## config.mk

```make
export PLATFORM = sky130hd
export DESIGN_NAME = ip_codma_rd_machine_flat
export DESIGN_NICKNAME = d
export VERILOG_FILES = /design/src/rtl/ip_codma_rd_machine_if.sv /design/src/rtl/ip_codma_rd_machine.sv /design/src/flat_wrapper.sv
export SDC_FILE = /design/constraint.sdc
export NUM_CORES = 1
export LEC_CHECK = 0
export ABC_AREA = 0
export BUFFER_PORTS_ARGS = -buffer_cell sky130_fd_sc_hd__buf_4
export CAP_MARGIN = 20
export CORE_ASPECT_RATIO = 2
export CORE_MARGIN = 2
export CORE_UTILIZATION = 51
export CTS_CLUSTER_DIAMETER = 40
export DETAILED_ROUTE_END_ITERATION = 6
export GPL_ROUTABILITY_DRIVEN = 0
export PLACE_DENSITY = 0.8
export SKIP_CTS_REPAIR_TIMING = 1
export SYNTH_ARGS = -nofsm -noshare
export SYNTH_HDL_FRONTEND = slang
export SYNTH_SLANG_ARGS = --single-unit
```

## constraint.sdc

```tcl
create_clock -name clk_i -period 2.4 [get_ports clk_i]
set_input_delay 0.48 -clock clk_i [delete_from_list [all_inputs] [get_ports clk_i]]
set_output_delay 0.48 -clock clk_i [all_outputs]
set_load 0.01 [all_outputs]
```

## src/rtl/ip_codma_rd_machine_if.sv

```systemverilog
// rtl/ip_codma_rd_machine_if.sv - system read bus between the CODMA read engine and the fabric
interface ip_codma_rd_machine_if;
    logic        bus_req_o;
    logic [31:0] bus_addr_o;
    logic [7:0]  bus_size_o;
    logic        bus_gnt_i;
    logic        bus_valid_i;
    logic [63:0] bus_rdata_i;
    logic        bus_error_i;

    modport master (
        output bus_req_o, bus_addr_o, bus_size_o,
        input  bus_gnt_i, bus_valid_i, bus_rdata_i, bus_error_i
    );

    modport slave (
        input  bus_req_o, bus_addr_o, bus_size_o,
        output bus_gnt_i, bus_valid_i, bus_rdata_i, bus_error_i
    );
endinterface

```

## src/rtl/ip_codma_rd_machine.sv

```systemverilog
// rtl/ip_codma_rd_machine.sv - CODMA bus-read engine packing 64-bit beats into data_reg
// Optional watchdog enabled by defining CODMA_RD_TIMEOUT_EN.
module ip_codma_rd_machine #(
    parameter int TIMEOUT_CYCLES = 256
) (
    input  logic        clk_i,
    input  logic        reset_i,
    input  logic        need_read_i,
    input  logic [31:0] reg_addr,
    input  logic [7:0]  reg_size,
    input  logic        stop_i,
    output logic        need_read_o,
    output logic [31:0] data_reg [8],
    output logic [2:0]  rd_state_o,
    output logic [2:0]  rd_state_next_o,
    output logic        rd_state_error,
    ip_codma_rd_machine_if.master bus
);
    typedef enum logic [2:0] {
        RD_IDLE    = 3'd0,
        RD_ASK     = 3'd1,
        RD_GRANTED = 3'd2,
        RD_DRAIN   = 3'd3,
        RD_ERROR   = 3'd4
    } rd_state_t;

    rd_state_t  state;
    rd_state_t  state_next;
    logic [2:0] beat_cnt;
    logic [1:0] beat_idx;
    logic       timeout;
    logic       active;
    logic       legal;
    logic       last_beat;
    logic       consume;
    logic       capture;

    function automatic logic [2:0] beats_of(input logic [7:0] size);
        case (size)
            8'd3:    return 3'd1;
            8'd8:    return 3'd2;
            8'd9:    return 3'd4;
            default: return 3'd0;
        endcase
    endfunction

    assign active    = (state == RD_ASK) || (state == RD_GRANTED) || (state == RD_DRAIN);
    assign legal     = (beats_of(reg_size) != 3'd0) && (reg_addr[2:0] == 3'd0);
    assign last_beat = bus.bus_valid_i && (beat_cnt == 3'd1);
    // A beat is consumed in GRANTED/DRAIN unless an error or watchdog preempts it; stop only suppresses the write.
    assign consume   = ((state == RD_GRANTED) || (state == RD_DRAIN)) && bus.bus_valid_i
                       && !bus.bus_error_i && !timeout;
    assign capture   = consume && (state == RD_GRANTED) && !stop_i;

`ifdef CODMA_RD_TIMEOUT_EN
    logic [15:0] wdog;

    assign timeout = active && (wdog == 16'(TIMEOUT_CYCLES - 1));

    always_ff @(posedge clk_i) begin
        if (reset_i) begin
            wdog <= '0;
        end else if ((state_next != state) || bus.bus_valid_i || !active) begin
            wdog <= '0;
        end else begin
            wdog <= wdog + 16'd1;
        end
    end
`else
    assign timeout = 1'b0 & (TIMEOUT_CYCLES != 0);
`endif

    always_comb begin
        state_next = state;
        case (state)
            RD_IDLE: begin
                if (need_read_i) state_next = legal ? RD_ASK : RD_ERROR;
            end
            RD_ASK: begin
                if (bus.bus_error_i || timeout) state_next = RD_ERROR;
                else if (stop_i)                state_next = RD_IDLE;
                else if (bus.bus_gnt_i)         state_next = RD_GRANTED;
            end
            RD_GRANTED: begin
                if (bus.bus_error_i || timeout) state_next = RD_ERROR;
                else if (last_beat)             state_next = RD_IDLE;
                else if (stop_i)                state_next = RD_DRAIN;
            end
            RD_DRAIN: begin
                if (bus.bus_error_i || timeout) state_next = RD_ERROR;
                else if (last_beat)             state_next = RD_IDLE;
            end
            default: state_next = RD_IDLE;
        endcase
    end

    assign rd_state_o      = state;
    assign rd_state_next_o = state_next;

    always_ff @(posedge clk_i) begin
        if (reset_i) begin
            state          <= RD_IDLE;
            need_read_o    <= 1'b0;
            bus.bus_req_o  <= 1'b0;
            bus.bus_addr_o <= '0;
            bus.bus_size_o <= '0;
            rd_state_error <= 1'b0;
            beat_cnt       <= '0;
            beat_idx       <= '0;
            for (int i = 0; i < 8; i++) data_reg[i] <= '0;
        end else begin
            state          <= state_next;
            need_read_o    <= (state_next == RD_ASK) || (state_next == RD_GRANTED)
                              || (state_next == RD_DRAIN);
            bus.bus_req_o  <= (state_next == RD_ASK);
            rd_state_error <= (state_next == RD_ERROR);
            if ((state == RD_IDLE) && need_read_i) begin
                bus.bus_addr_o <= reg_addr;
                bus.bus_size_o <= reg_size;
                beat_cnt       <= beats_of(reg_size);
                beat_idx       <= '0;
                for (int i = 0; i < 8; i++) data_reg[i] <= '0;
            end
            if (consume) begin
                beat_cnt <= beat_cnt - 3'd1;
                beat_idx <= beat_idx + 2'd1;
            end
            if (capture) begin
                data_reg[{beat_idx, 1'b0}] <= bus.bus_rdata_i[31:0];
                data_reg[{beat_idx, 1'b1}] <= bus.bus_rdata_i[63:32];
            end
        end
    end
endmodule
```

## src/flat_wrapper.sv

```systemverilog
// flat-port wrapper written by rule: the top's interface ports become plain ports
module ip_codma_rd_machine_flat 
#(
    parameter int TIMEOUT_CYCLES = 256
)
  (clk_i, reset_i, need_read_i, reg_addr, reg_size, stop_i, need_read_o, data_reg, rd_state_o, rd_state_next_o, rd_state_error, bus_bus_req_o, bus_bus_addr_o, bus_bus_size_o, bus_bus_gnt_i, bus_bus_valid_i, bus_bus_rdata_i, bus_bus_error_i);
  ip_codma_rd_machine_if bus_i ();
  input  logic clk_i;
  input  logic reset_i;
  input  logic need_read_i;
  input  logic [31:0] reg_addr;
  input  logic [7:0] reg_size;
  input  logic stop_i;
  output logic need_read_o;
  output logic [31:0] data_reg[8];
  output logic [2:0] rd_state_o;
  output logic [2:0] rd_state_next_o;
  output logic rd_state_error;
  output wire logic [$bits(bus_i.bus_req_o)-1:0] bus_bus_req_o;
  output wire logic [$bits(bus_i.bus_addr_o)-1:0] bus_bus_addr_o;
  output wire logic [$bits(bus_i.bus_size_o)-1:0] bus_bus_size_o;
  input wire logic [$bits(bus_i.bus_gnt_i)-1:0] bus_bus_gnt_i;
  input wire logic [$bits(bus_i.bus_valid_i)-1:0] bus_bus_valid_i;
  input wire logic [$bits(bus_i.bus_rdata_i)-1:0] bus_bus_rdata_i;
  input wire logic [$bits(bus_i.bus_error_i)-1:0] bus_bus_error_i;
  assign bus_bus_req_o = bus_i.bus_req_o;
  assign bus_bus_addr_o = bus_i.bus_addr_o;
  assign bus_bus_size_o = bus_i.bus_size_o;
  assign bus_i.bus_gnt_i = bus_bus_gnt_i;
  assign bus_i.bus_valid_i = bus_bus_valid_i;
  assign bus_i.bus_rdata_i = bus_bus_rdata_i;
  assign bus_i.bus_error_i = bus_bus_error_i;
  ip_codma_rd_machine #(.TIMEOUT_CYCLES(TIMEOUT_CYCLES)) u_core (.clk_i(clk_i), .reset_i(reset_i), .need_read_i(need_read_i), .reg_addr(reg_addr), .reg_size(reg_size), .stop_i(stop_i), .need_read_o(need_read_o), .data_reg(data_reg), .rd_state_o(rd_state_o), .rd_state_next_o(rd_state_next_o), .rd_state_error(rd_state_error), .bus(bus_i));
endmodule
```

==> impl_metrics.tcl, run 1 <==
set metrics [dict create \
    outcome "finished, violations left" \
    violations "setup timing" \
    detail-route-antenna-nets 0 \
    io_pins 416 \
    syn_to_final_growth_pct 34.8 \
    p_per_area_nw_per_um2 610 \
    port-buffer-count 415 \
    skew_ps 10.4 \
    syn-num-nets 1481 \
    worstSetupPathType "flop to output pin" \
    die_h_um 228 \
    postLayoutCellArea_sq_um 17200 \
    cts_buffers 28 \
    antenna_found_initial 0 \
    syn-instance-count 1364 \
    report.final.hold_viol_count 0 \
    drv_cap 0 \
    placed_cell_area_sq_um 16100 \
    finalNetCount 1856 \
    worstSkewPairLatency_ps 540 \
    overflow 0 \
    syn-cell-area_sq_um 12800 \
    vias_per_cell 5.14 \
    rsz0062_at_grt "yes" \
    ys_types 37 \
    worstPathMaxFanout 5 \
    largest_reg_flops 256 \
    vdd_drop_max_mv 0.922 \
    worstMarginPinSlew_ps 634 \
    crit_path_end_kind "output pin" \
    rows 81 \
    grt_pass1_wl_mm 57.0 \
    cts_tree "done" \
    cts.sink_count 307 \
    fin_crit_sh_pct 111 \
    antenna_cells 0 \
    ys_ff_latch 307 \
    hold_path.class "input pin to flop" \
    clk_pin_slew_ps 70 \
    period_needed_ps 2650 \
    critPathLaunchType "flop" \
    core_area_sq_um 24500 \
    drc 0 \
    grt_use_total_pct 27.0 \
    cts_root_buf "clkbuf_16" \
    first_iter_violations 566 \
    cp.required_ps 1920 \
    htreeDepth 1 \
    post_drt_wl_per_cell_um 17.5 \
    p_leak_nw 9.45 \
    cts_buffer_depth 3 \
    setup_slack_ps -253 \
    post_synth.cell_area_avg_sq_um 9.36 \
    cp.arrival_ps 2170 \
    yosysSeqAreaShare_pct 48.2 \
    firstDrtPassIters 5 \
    dp_hpwl_mm 25.5 \
    start_util_pct 52.0 \
    max_freq_ghz 0.377 \
    wirelength_mm 36.7 \
    vias 10700 \
    die-area_sq_um 26400 \
    grt_pass1_vias 10700 \
    tns_ps -338 \
    yosysWarnings 0 \
    slew_viol_final 0 \
    grt_max_degree 162 \
    final_layout_size_suffix_gt1_share_pct 28.8 \
    slew-limit-headroom_pct 57.1 \
    die_x_um 116 \
    finalSetupViolCount 2 \
]
-- final timing paths --
kind	cells past startpoint	end	startpoint	slack, ps
hold / removal	3	u_core.bus.bus_addr_o[8]$_SDFFE_PP0P_	reg_addr[8]	180
hold reg to reg	2	u_core.bus.bus_addr_o[20]$_SDFFE_PP0P_	u_core.bus.bus_addr_o[20]$_SDFFE_PP0P_	450
setup / recovery	6	rd_state_next_o[0]	u_core.rd_state_o[0]$_SDFF_PP0_	-250
setup reg to reg	8	u_core.data_reg[75]$_SDFF_PP0_	u_core.rd_state_o[0]$_SDFF_PP0_	150
-- layer usage --
| metal | share of wire (%) | vias to the layer above | global-route usage [%] |
|---|---|---|---|
| met5 | 0 | - | 0 |
| met4 | 5.5 | 0 | 14.1 |
| met3 | 6.5 | 91 | 5.68 |
| met2 | 53 | 365 | 50.0 |
| met1 | 35 | 5133 | 27.4 |
| li1 | - | 5160 | - |
-- layout by cell type (no fill, tap or decap), types with 3 or more instances in the layout --
cell / Yosys / final
a21oi_1: 44 / 44
and2_0: 32 / 32
and2_1: 224 / 224
buf_12: 0 / 10
buf_4: 24 / 434
bufinv_16: 0 / 3
clkbuf_1: 59 / 3
clkbuf_16: 0 / 29
clkbuf_8: 0 / 9
clkinv_2: 0 / 5
clkinvlp_4: 0 / 3
dfxtp_1: 307 / 304
ha_1: 6 / 6
inv_1: 6 / 6
mux2i_1: 256 / 256
nand2_1: 83 / 83
nand2b_1: 3 / 3
nand4_1: 4 / 4
nor2_1: 267 / 267
nor2b_1: 3 / 3
or4_1: 3 / 3
-- critical path, cell delays in order (launching register included) --
cell,delay [ps]
dfxtp_4,350
or4b_4,590
a2111oi_4,280
buf_4,200
nor3_4,50
inv_1,50
buf_4,110
-- cells by family (layout without fill, tap and decap cells) --
| family | Yosys count | count (layout) | synth area share, % |
|---|---|---|---|
| DFF | 307 | 307 | 48.2 |
| buffers and inverters | 107 | 504 | 4.18 |
| and+or+nand+nor | 635 | 635 | 24.6 |
| AOI/OAI and AO/OA | 53 | 53 | 2.34 |
| muxes | 256 | 256 | 20.1 |
| adders and majority gates | 6 | 6 | 0.588 |
-- stage by stage --
step,hold slack [ps],power (mW),setup WS (ps),util [%],cells
2_1_floorplan,466,5.52,285,-,1364
3_3_place_gp,443,5.87,-245,65.7,2034
3_5_place_dp,448,5.88,-208,65.7,2034
4_1_cts,163,10.6,-483,69.7,2086
5_1_grt,175,10.8,-366,70.1,2093
6_report,180,10.5,-253,70.1,2093
-- report_power, final --
group	internal, mW	total, mW	switching (mW)
clock	2.78	4.73	1.94
sequential	5.13	5.15	0.0210
combinational	0.253	0.614	0.362
-- final cells by class --
type / instances / area (sq um)
Fill cell: 1944 / 7320
Sequential cell: 307 / 6150
Multi-Input combinational cell: 950 / 6130
Timing Repair Buffer: 446 / 3480
Clock buffer: 40 / 847
Tap cell: 332 / 415
Clock inverter: 12 / 146
Inverter: 6 / 22.5
-- synth_stat cells --
library cell / n / area share [%]
nor3b_1: 3 / 0.18
nor2_1: 267 / 7.9
and2_1: 224 / 11
nand2b_1: 3 / 0.15
clkbuf_2: 3 / 0.12
or4_1: 3 / 0.18
and3b_1: 1 / 0.069
nor4b_2: 1 / 0.12
or4b_1: 1 / 0.078
nor4bb_1: 1 / 0.078
nor3_1: 3 / 0.12
dfxtp_1: 307 / 48
nand4_1: 4 / 0.20
nand3b_1: 2 / 0.12
a211oi_2: 1 / 0.098
buf_6: 3 / 0.26
a2111oi_2: 1 / 0.12
mux2i_1: 256 / 20
buf_4: 24 / 1.4
o21bai_1: 1 / 0.059
inv_1: 6 / 0.18
a21oi_1: 44 / 1.7
nor4_1: 1 / 0.049
a211oi_1: 1 / 0.059
o21ai_0: 1 / 0.039
a22oi_1: 2 / 0.12
nor2b_1: 3 / 0.15
buf_2: 12 / 0.47
ha_1: 6 / 0.59
and4b_1: 1 / 0.078
a21boi_0: 1 / 0.059
nand2_1: 83 / 2.4
clkbuf_1: 59 / 1.7
a2111oi_0: 1 / 0.069
and2_0: 32 / 1.6
nor4_4: 1 / 0.17
nand4bb_1: 1 / 0.088
Power figures use the tool's default switching activity.
==> inputs of run 2 (changes only) <==
--- a/config.mk
+++ b/config.mk
@@ -15,6 +15,7 @@
 export DETAILED_ROUTE_END_ITERATION = 6
 export GPL_ROUTABILITY_DRIVEN = 0
 export PLACE_DENSITY = 0.8
+export RECOVER_POWER = 100
 export SKIP_CTS_REPAIR_TIMING = 1
 export SYNTH_ARGS = -nofsm -noshare
 export SYNTH_HDL_FRONTEND = slang
==> run 2 against run 1 <==
Net effect:
- the run still ends with setup timing left
- wire length increased by 0.41%
- flip-flop and latch count unchanged
- combinational power decreased by 4.6%
- critical path type unchanged
- worst setup slack improved by 1.5 ps
- sequential share of layout area increased by 2.3 points
- first-iteration DRC count decreased by 6.9%
- fmax about the same
- via count increased by 0.12%
- non-clock buffer count unchanged
==> impl_metrics.tcl, run 2 (same netlist as run 1, synthesis figures left out) <==
set metrics [dict create \
    grt_util_met3_pct 5.68 \
    drc 0 \
    firstDrtPassIters 5 \
    vias_per_cell 5.14 \
    top_usage_layer "met2" \
    p_leak_nw 8.27 \
    cp_num_buf_inv 3 \
    grt_use_total_pct 27.0 \
    switching_share_pct 22.3 \
    slew-limit-headroom_pct 55.5 \
    use_met1_pct 27.4 \
    final_util_pct 65.9 \
    critPathMaxStageDelay_ps 590 \
    reg2reg_to "u_core.data_reg[75]$_SDFF_PP0_" \
    p_int_mw 8.14 \
    outcome "finished, violations left" \
    startpoint "u_core.rd_state_o[0]$_SDFF_PP0_" \
    grt_pass1_wl_mm 57.0 \
    final_common_cell "dfxtp_1" \
    die_x_um 116 \
    layout_common_cells "304 x dfxtp_1, 281 x clkbuf_1, 267 x nor2_1, 256 x mux2i_1, 224 x and2_1" \
    crit_path_end_kind "output pin" \
    post_drt_wl_per_cell_um 17.6 \
    die_h_um 228 \
    setup_slack_ps -252 \
    period_needed_ps 2650 \
    grt_pass1_vias 10700 \
    placed_cell_area_sq_um 16100 \
    rsz0062_at_grt "yes" \
    die-area_sq_um 26400 \
    dp_hpwl_mm 25.5 \
    dp.cells 2034 \
    worstMarginPinSlew_ps 659 \
    cts_buffer_depth 3 \
    cts_tree "done" \
    worstSetupPathType "flop to output pin" \
    clk_pin_slew_ps 60 \
    postLayoutCellArea_sq_um 16200 \
    hp-start "reg_addr[8]" \
    finalNetCount 1856 \
    cts_buffers 28 \
    drv_cap 0 \
    final_layout_size_suffix_gt1_share_pct 13.0 \
    wirelength_mm 36.8 \
    p_seq_share_pct 49.2 \
    grt_max_degree 162 \
    timing.hold.ws_ps 183 \
    port-buffer-count 415 \
    p_per_area_nw_per_um2 648 \
    critical-path-top-delay-family "simple AND/OR/NAND/NOR gates" \
    final_cell_count_no_fill 2093 \
    reg2reg_depth 8 \
    vias 10800 \
    cp_common_cell "buf_4" \
    fin_crit_sh_pct 110 \
    power_frac_comb_pct 5.6 \
    worstSkewPairLatency_ps 550 \
    antenna_found_initial 0 \
    worstPathMaxFanout 5 \
    reg2reg_from "u_core.rd_state_o[0]$_SDFF_PP0_" \
    skew_ps 12.1 \
    first_iter_violations 527 \
    finalSetupViolCount 2 \
    slew_viol_final 0 \
    use_met2_pct 50.0 \
    max_freq_ghz 0.377 \
    htreeDepth 1 \
    tns_ps -327 \
    dp_slack_ps -208 \
    power_mw 10.5 \
    worstHoldEndpoint "u_core.bus.bus_addr_o[8]$_SDFFE_PP0P_" \
    syn_to_final_growth_pct 26.6 \
    cts_root_buf "clkbuf_16" \
    violations "setup timing" \
    core_area_sq_um 24500 \
    cts.sink_count 307 \
    overflow 0 \
    hold_path.class "input pin to flop" \
    holdPathStages 3 \
    report.final.hold_viol_count 0 \
    p_sw_mw 2.33 \
    start_util_pct 52.0 \
    antenna_cells 0 \
    detail-route-antenna-nets 0 \
    rrSetupSlack_ps 150 \
    rows 81 \
    path_cells "or4b_4 -> a2111oi_4 -> buf_4 -> nor3_4 -> inv_1 -> buf_4" \
    critPathLaunchType "flop" \
    cp_slowest_cell "or4b_4" \
    io_pins 416 \
    vdd_drop_max_mv 0.915 \
    power.share.clock_pct 45.2 \
    largest_reg_flops 256 \
    cp.required_ps 1920 \
    cp.arrival_ps 2170 \
]
run 2: area by class of cell:
class                      instances  area, sq um
fill                            2215         8370
sequential                       307         6150
multi-input combinational        950         6130
timing repair buffer             446         2440
clock buffer                      40          847
tap                              332          415
clock inverter                    12          146
inverter                           6         22.5
run 2: worst max path at each step:
stage,end,slack (ps),depth (start not counted)
finish,rd_state_next_o[0],-250,6
global route,rd_state_next_o[0],-370,6
CTS,rd_state_next_o[0],-480,5
detailed placement,rd_state_next_o[0],-210,6
global placement,rd_state_next_o[0],-240,6
floorplan,rd_state_next_o[0],290,4
run 2: routing by layer:
layer  part of all wire [%]  up-vias
met5                      0        -
met4                    5.4        0
met3                    6.3       89
met2                     53      351
met1                     35     5165
li1                       -     5157
run 2: power groups by stage:
stage / Combinational, mW / Sequential, mW / Clock (mW)
3_5_place_dp: 0.605 / 5.27 / 0
4_1_cts: 0.606 / 5.16 / 4.82
6_report: 0.586 / 5.15 / 4.73
2_1_floorplan: 0.230 / 5.29 / 0
3_3_place_gp: 0.597 / 5.27 / 0
5_1_grt: 0.633 / 5.15 / 5.02
run 2: worst reg2reg max path, delay by kind of cell (launching register included):
family / cells / cell delay [ps]
buffers and inverters: 4 / 740
AND/OR/NAND/NOR: 3 / 870
flip-flops: 1 / 350
multiplexers: 1 / 210
==> inputs of run 3 (changes only) <==
--- a/config.mk
+++ b/config.mk
@@ -7,14 +7,13 @@
 export LEC_CHECK = 0
 export ABC_AREA = 0
 export BUFFER_PORTS_ARGS = -buffer_cell sky130_fd_sc_hd__buf_4
-export CAP_MARGIN = 20
+export CAP_MARGIN = 40
 export CORE_ASPECT_RATIO = 2
 export CORE_MARGIN = 2
-export CORE_UTILIZATION = 51
+export CORE_UTILIZATION = 35
 export CTS_CLUSTER_DIAMETER = 40
 export DETAILED_ROUTE_END_ITERATION = 6
 export GPL_ROUTABILITY_DRIVEN = 0
-export PLACE_DENSITY = 0.8
 export RECOVER_POWER = 100
 export SKIP_CTS_REPAIR_TIMING = 1
 export SYNTH_ARGS = -nofsm -noshare
==> run 3 against run 2 <==
Net effect:
- the run still ends with setup timing left
- sequential share of layout area decreased by 0.49 points
- final area is 1.2% higher
- cell count grew 6.0%
- register-to-register slack better by 30 ps
- combinational power barely moved
- clock power is 13% higher
- critical path depth down 3
- clock skew increased by 2.3 ps
- critical path type unchanged
- largest cell class unchanged
- highest routed layer unchanged
==> impl_metrics.tcl, run 3 (same netlist as run 1, synthesis figures left out) <==
set metrics [dict create \
    outcome "finished, violations left" \
    violations "setup timing" \
    overflow 0 \
    placed_cell_area_sq_um 16300 \
    critPathLaunchType "flop" \
    critical-path-top-delay-family "simple AND/OR/NAND/NOR gates" \
    drc 0 \
    setup_slack_ps -22.0 \
    first_iter_violations 401 \
    core_area_sq_um 36200 \
    fin_crit_sh_pct 101 \
    detail-route-antenna-nets 0 \
    worstSetupPathType "flop to output pin" \
    p_per_area_nw_per_um2 678 \
    cp.required_ps 1920 \
    port-buffer-count 415 \
    worstSkewPairLatency_ps 520 \
    vias 10400 \
    clk_pin_slew_ps 60 \
    hold_path.class "input pin to flop" \
    grt_pass1_vias 10100 \
    final_layout_size_suffix_gt1_share_pct 11.4 \
    htreeDepth 2 \
    report.final.hold_viol_count 0 \
    crit_path_end_kind "output pin" \
    path_cells "or4b_4 -> o21bai_1 -> buf_4" \
    vdd_drop_max_mv 0.530 \
    syn_to_final_growth_pct 28.1 \
    dp_hpwl_mm 24.4 \
    cts_root_buf "clkbuf_16" \
    rsz0062_at_grt "yes" \
    cp_num_buf_inv 1 \
    antenna_found_initial 0 \
    io_pins 416 \
    cp_slowest_cell "or4b_4" \
    cp.arrival_ps 1940 \
    grt_pass1_wl_mm 57.7 \
    slew-limit-headroom_pct 32.1 \
    p_leak_nw 8.24 \
    max_freq_ghz 0.413 \
    cts_buffer_depth 3 \
    grt_max_degree 221 \
    start_util_pct 35.3 \
    die_x_um 139 \
    largest_reg_flops 256 \
    worstMarginPinSlew_ps 1020 \
    slew_viol_final 0 \
    finalNetCount 1858 \
    layout_common_cells "307 x dfxtp_1, 306 x clkbuf_1, 267 x nor2_1, 256 x mux2i_1, 224 x and2_1" \
    period_needed_ps 2420 \
    worstPathMaxFanout 4 \
    antenna_cells 0 \
    critPathMaxStageDelay_ps 590 \
    cts.sink_count 307 \
    wirelength_mm 37.4 \
    postLayoutCellArea_sq_um 16300 \
    rows 99 \
    final_common_cell "dfxtp_1" \
    firstDrtPassIters 4 \
    die-area_sq_um 38100 \
    cts_buffers 34 \
    dp_slack_ps 21.2 \
    vias_per_cell 4.69 \
    drv_cap 0 \
    fillers 3777 \
    skew_ps 14.4 \
    post_drt_wl_per_cell_um 16.9 \
    cts_tree "done" \
    finalSetupViolCount 2 \
    final_util_pct 45.2 \
    grt_use_total_pct 18.7 \
    die_h_um 274 \
]
## run 3: cell types whose count changed in the layout (fill, tap and decap cells not counted), sizes merged
cell / delta
clkinvlp: -2
clkinv: -1
inv: +4
clkbuf: +27
bufinv: -1
buf: -23
## run 3: power by group
| group | switching (mW) | internal (mW) |
|---|---|---|
| sequential | 0.0195 | 5.14 |
| clock | 2.19 | 3.15 |
| combinational | 0.369 | 0.218 |
## run 3: routing by layer
metal | global-route usage [%] | vias to the layer above | wire, um
li1 | - | 5168 | -
met1 | 24.0 | 4824 | 16800
met2 | 29.3 | 367 | 16200
met3 | 6.97 | 52 | 3420
met4 | 5.87 | 0 | 937
met5 | 0 | - | 0
## run 3: cell type report
| cell class | instances | area (sq um) | share of cell area [%] |
|---|---|---|---|
| Timing Repair Buffer | 442 | 2370 | 14.5 |
| Tap cell | 454 | 568 | 3.47 |
| Clock buffer | 48 | 997 | 6.10 |
| Clock inverter | 12 | 134 | 0.819 |
| Multi-Input combinational cell | 950 | 6110 | 37.4 |
| Inverter | 6 | 22.5 | 0.138 |
| Sequential cell | 307 | 6150 | 37.6 |
## run 3: final timing paths
check | from | endpoint | slack [ps] | cells after the start
setup / recovery | u_core.rd_state_o[1]$_SDFF_PP0_ | rd_state_next_o[2] | -20 | 3
hold / removal | reg_addr[24] | u_core.bus.bus_addr_o[24]$_SDFFE_PP0P_ | 210 | 3
setup reg to reg | u_core.rd_state_o[1]$_SDFF_PP0_ | u_core.data_reg[242]$_SDFF_PP0_ | 180 | 5
hold reg to reg | u_core.bus.bus_addr_o[1]$_SDFFE_PP0P_ | u_core.bus.bus_addr_o[1]$_SDFFE_PP0P_ | 450 | 2
## run 3: per-stage QoR
step	hold slack, ps	setup TNS [ps]	power [mW]	instances
finish	212	-28.4	11.1	2219
global route	194	-185	11.5	2219
CTS	181	-159	11.3	2219
detailed placement	447	0	5.89	2159
global placement	442	0	5.89	2159
floorplan	466	0	5.52	1364
## run 3: worst register-to-register path: cells and delay by family, from the launching register on
family	cells	cell delay [ps]
flops	1	310
mux	1	130
simple gates	3	1390
buf+inv	1	250
